$ cat src/rtl/pattern_pkg.sv
// ============================================================================
// Module      : pattern_pkg
// Description : Shared mode encodings and bounce-direction constants for
//               the pattern_reg block.
// Revision    : 1.0 - initial release
// ============================================================================
`default_nettype none

package pattern_pkg;

    localparam int MODE_W = 3;

    localparam logic [MODE_W-1:0] MODE_HOLD   = 3'b000;
    localparam logic [MODE_W-1:0] MODE_INV    = 3'b001;
    localparam logic [MODE_W-1:0] MODE_ROL    = 3'b010;
    localparam logic [MODE_W-1:0] MODE_ROR    = 3'b011;
    localparam logic [MODE_W-1:0] MODE_INC    = 3'b100;
    localparam logic [MODE_W-1:0] MODE_DEC    = 3'b101;
    localparam logic [MODE_W-1:0] MODE_BOUNCE = 3'b110;

    localparam logic DIR_LEFT  = 1'b0;
    localparam logic DIR_RIGHT = 1'b1;

endpackage

`default_nettype wire

$ cat src/rtl/tick_gen.sv
// ============================================================================
// Module      : tick_gen
// Description : Divide-by-DIV clock-enable generator; en_out is high in the
//               last cycle of each DIV-cycle period. clr restarts the period.
// Revision    : 1.0 - initial release
// ============================================================================
`default_nettype none

module tick_gen #(
    parameter int DIV = 12000000
) (
    input  logic clk_in,
    input  logic rst_n,
    input  logic clr,
    output logic en_out
);

    localparam int CNT_W = (DIV > 1) ? $clog2(DIV) : 1;
    localparam logic [CNT_W-1:0] c_last = CNT_W'(DIV - 1);

    logic [CNT_W-1:0] r_count;

    always_ff @(posedge clk_in or negedge rst_n) begin
        if (!rst_n) begin
            r_count <= '0;
        end else if (clr || (r_count == c_last)) begin
            r_count <= '0;
        end else begin
            r_count <= r_count + CNT_W'(1);
        end
    end

    assign en_out = (r_count == c_last);

endmodule

`default_nettype wire

$ cat src/rtl/pattern_reg.sv
// ============================================================================
// Module      : pattern_reg
// Description : WIDTH-bit pattern register updated once per prescaled tick
//               by a runtime-selected mode (hold/invert/rotate/count/bounce).
//               Optional bounce mode enabled by macro PATTERN_BOUNCE_EN.
// Revision    : 1.0 - initial release
// ============================================================================
`default_nettype none

module pattern_reg
    import pattern_pkg::*;
#(
    parameter int               WIDTH = 4,
    parameter int               DIV   = 12000000,
    parameter logic [WIDTH-1:0] INIT  = WIDTH'(1)
) (
    input  logic              clk_in,
    input  logic              rst_n,
    input  logic [MODE_W-1:0] mode,
    input  logic              load,
    input  logic [WIDTH-1:0]  load_data,
    output logic [WIDTH-1:0]  dout,
    output logic              tick,
    output logic              GREEN
);

    logic             w_en;
    logic [WIDTH-1:0] r_dout;
    logic             r_tick;
    logic [WIDTH-1:0] w_next;

    tick_gen #(
        .DIV (DIV)
    ) u_tick_gen (
        .clk_in (clk_in),
        .rst_n  (rst_n),
        .clr    (load),
        .en_out (w_en)
    );

`ifdef PATTERN_BOUNCE_EN
    logic             r_dir;
    logic             w_bounce_dir;
    logic [WIDTH-1:0] w_bounce;

    // A set end bit reverses direction and the same tick already moves away from it.
    always_comb begin
        w_bounce     = r_dout;
        w_bounce_dir = r_dir;
        if ((WIDTH > 1) && (r_dout != '0)) begin
            if (r_dir == DIR_LEFT) begin
                if (r_dout[WIDTH-1]) begin
                    w_bounce_dir = DIR_RIGHT;
                    w_bounce     = r_dout >> 1;
                end else begin
                    w_bounce     = r_dout << 1;
                end
            end else begin
                if (r_dout[0]) begin
                    w_bounce_dir = DIR_LEFT;
                    w_bounce     = r_dout << 1;
                end else begin
                    w_bounce     = r_dout >> 1;
                end
            end
        end
    end

    always_ff @(posedge clk_in or negedge rst_n) begin
        if (!rst_n) begin
            r_dir <= DIR_LEFT;
        end else if (load) begin
            r_dir <= DIR_LEFT;
        end else if (w_en && (mode == MODE_BOUNCE)) begin
            r_dir <= w_bounce_dir;
        end
    end
`endif

    // Shift-based rotates collapse to identity when WIDTH is 1.
    always_comb begin
        w_next = r_dout;
        case (mode)
            MODE_INV: w_next = ~r_dout;
            MODE_ROL: w_next = (r_dout << 1) | (r_dout >> (WIDTH - 1));
            MODE_ROR: w_next = (r_dout >> 1) | (r_dout << (WIDTH - 1));
            MODE_INC: w_next = r_dout + WIDTH'(1);
            MODE_DEC: w_next = r_dout - WIDTH'(1);
`ifdef PATTERN_BOUNCE_EN
            MODE_BOUNCE: w_next = w_bounce;
`endif
            default: w_next = r_dout;
        endcase
    end

    always_ff @(posedge clk_in or negedge rst_n) begin
        if (!rst_n) begin
            r_dout <= INIT;
            r_tick <= 1'b0;
        end else begin
            r_tick <= w_en & ~load;
            if (load) begin
                r_dout <= load_data;
            end else if (w_en) begin
                r_dout <= w_next;
            end
        end
    end

    assign dout  = r_dout;
    assign tick  = r_tick;
    assign GREEN = ~r_dout[0];

endmodule

`default_nettype wire

$ cat config.mk
export PLATFORM = sky130hd
export DESIGN_NAME = pattern_reg
export DESIGN_NICKNAME = d
export VERILOG_FILES = /design/src/rtl/pattern_pkg.sv /design/src/rtl/tick_gen.sv /design/src/rtl/pattern_reg.sv
export SDC_FILE = /design/constraint.sdc
export NUM_CORES = 1
export LEC_CHECK = 0
export CORE_UTILIZATION = 58
export CTS_BUF_LIST = sky130_fd_sc_hd__clkbuf_4 sky130_fd_sc_hd__clkbuf_8 sky130_fd_sc_hd__clkbuf_16
export DETAILED_ROUTE_END_ITERATION = 8
export GPL_TIMING_DRIVEN = 1
export PLACE_DENSITY = 0.76
export SETUP_SLACK_MARGIN = 0.02
export SLEW_MARGIN = 20
export SYNTH_ARGS = -nofsm -noshare
export SYNTH_HDL_FRONTEND = slang
export SYNTH_HIERARCHICAL = 1
export SYNTH_SLANG_ARGS = --single-unit
$ cat constraint.sdc
create_clock -name clk_in -period 3.26 [get_ports clk_in]
set_input_delay 0.652 -clock clk_in [delete_from_list [all_inputs] [get_ports clk_in]]
set_output_delay 0.652 -clock clk_in [all_outputs]
set_load 0.01 [all_outputs]
==> run metrics <==
# diodes 0; Synthesis Warnings 6; top-count cell post-synth dfrtp_1; Tightest Hold Check Type reg2reg; die span in y ~58 um; clock tree buffer depth 2; Synth Register Bits 29; Root Driver clkbuf_4; quantity of I/O buffers inserted on ports 15; Cells after DPL 237; clock sinks 29; Post-CTS Hold Fix Bufs 0; total track usage 0.2602; Setup TNS Final 0 ps; CP cell instances clkdlybuf4s50_1 -> nand3b_2 -> xnor2_1 -> ha_1 -> a211oi_1 -> a21oi_1 -> o311a_2; I/O Pins 16; CTS tree done; buffer and inverter count on the worst path 1; failing checks design-rule violations; fill cell count 225; Multi-input gate area 989.7 um2; skew final 13.29 ps; WS Path Type in2reg; vias in the first global route 1427; RD Place Congestion 0.9255; initial antenna violation count 0; CTS buffer count 5; Worst setup SP type input pin; number of synthesized flops with an enable pin 0; layout cells sized above 1 0.1168; DR WL/cell 15.25 um; post-synth net total 211; Worst setup EP type flip-flop; max frequency 402.8 MHz; DRT iter0 DRCs 64; # nets final 225; largest net degree at the start of global routing 30; Static Leakage 0.0008141 uW; Synth area leader dfrtp_1; drt pass-1 iters 6; WP data required between 3000 and 4000 ps; via count 1499; Slew HR 0.5588; PwrDens around 360 nW/um2; core area 2853 um2; slowest cell on the critical path clkdlybuf4s50_1; Slew Limit Fails 0; htree depth 2; main area contributors after synthesis dfrtp_1 39%, xnor2_1 3.9%, nor2_1 3.7%, xor2_1 3.4%, a21oi_1 3.3%; actual slew at the worst max-slew pin 655.8 ps; initial core utilization 0.6364; Peak VDD IR 0.3248 mV; RSZ-0062 raised after global routing no; final worst path period share 0.7616; CTS clk-pin slew, worst paths 90 ps; Layout Cells excl Fill 245; die area 3358 um2; first-pass GRT wire length 6.555 mm; DP Wirelength 2.705 mm; final wirelength roughly 3.7 mm; Total Power 740.0 uW; Post-CTS Setup Bufs 0; end-of-flow core utilization 0.7114; Storage cell area 726.9 um2; status finished with violations; final setup violation count 0; gr ovfl total 0; cells after synthesis 199; CTS resizes 0; number of library cell types mapped by synthesis between 40 and 50; Worst Path Arrival roughly 2700 ps; post-synthesis sequential area ratio 0.4004; worst skew pair latency 330 ps; DIE WIDTH 57.95 um; Crit path max-delay family buffers and inverters; syn avg cell area 9.123 um2; share of flip-flops with an asynchronous set or reset 1.000; Synth Flop Type dfrtp_1; Row Count 19; Post-synth top cells 28 x dfrtp_1, 18 x nor2_1, 12 x a21oi_1, 12 x nand2_1, 11 x inv_1; Tmin final approximately 2500 ps; critical path fanouts, max 14; Yosys top cell area share 0.3859; max_cap viols 0; Min Hold Slack slightly above 500 ps; area grow syn2layout 11.79%; Synth Cell Area ~1800 um2; Antenna Violating Nets Remaining 0; via/cell ratio 6.118; Remaining DRCs 2; CP peak stage delay between 700 and 800 ps; final hold violation count 0
## metal layers
layer	track usage	routed length, um	up-vias
met2	0.3924	1662	40
li1	-	-	749
met5	0	0	-
met1	0.3743	1815	704
met4	0.07143	37	0
met3	0.06696	220	6
## power breakdown
group          internal, uW  switching (uW)  total [uW]  leakage (uW)
logic                  62.2            57.8         120      0.000385
registers               371            20.7         391      0.000393
clock network           111             118         229     0.0000368
## kinds of logic (layout without fill, tap and decap cells)
family,Yosys count,count (layout),synth area share
simple gates,88,88,0.2736
compound gates,34,34,0.1309
flops,29,29,0.4004
buf+inv,22,37,0.05720
xor+xnor,15,15,0.07237
mux,9,9,0.05169
fa+ha+maj,2,2,0.01378
## cell usage in the layout (no fill, tap or decap), drive strengths merged, types with 2 or more instances in the layout
| cell type | count |
|---|---|
| dfrtp | 28 |
| nor2 | 18 |
| clkdlybuf4s50 | 15 |
| nand2 | 12 |
| a21oi | 12 |
| inv | 11 |
| nand4 | 9 |
| xnor2 | 8 |
| clkbuf | 8 |
| nand3 | 8 |
| or4 | 8 |
| nor3 | 7 |
| xor2 | 7 |
| or3 | 7 |
| mux2i | 6 |
| o21ai | 6 |
| o31ai | 6 |
| nand2b | 3 |
| and3 | 3 |
| mux2 | 3 |
| buf | 3 |
| nor2b | 2 |
| o211ai | 2 |
| ha | 2 |
| and2 | 2 |
| nor4 | 2 |
| a31oi | 2 |
| and4 | 2 |
## path summary, 6_finish.rpt
kind	from	to	slack (ps)	cells after the start
worst min-delay path	u_tick_gen/r_count[0]	u_tick_gen/r_count[0]	510	1
worst max-delay path	mode[2]	dout[1]	780	7
worst min register to register	u_tick_gen/r_count[0]	u_tick_gen/r_count[0]	510	1
worst max register to register	u_tick_gen/r_count[13]	dout[1]	940	5
min in group asynchronous	rst_n	u_tick_gen/r_count[20]	690	2
max in group asynchronous	rst_n	dout[0]	2250	2
## flip-flops by register name, indices dropped and copies added (netlist names)
| signal | count |
|---|---|
| dout | 4 |
| tick | 1 |
| u_tick_gen/r_count | 24 |
## final cells by class
class                      instances  area share
clock buffer                       8     0.02959
inverter                          11     0.02035
timing repair buffer              18     0.08508
sequential                        29      0.3582
tap                               31     0.01911
multi-input combinational        148      0.4877
## through the flow
stage,setup slack (ps),instance area (um2)
CTS,806.4,2029
global route,719.1,2029
global placement,544.9,1969
floorplan,1153,1815
finish,777.2,2029
detailed placement,470.7,1969
Note: power is estimated with default switching activity, not from simulation.
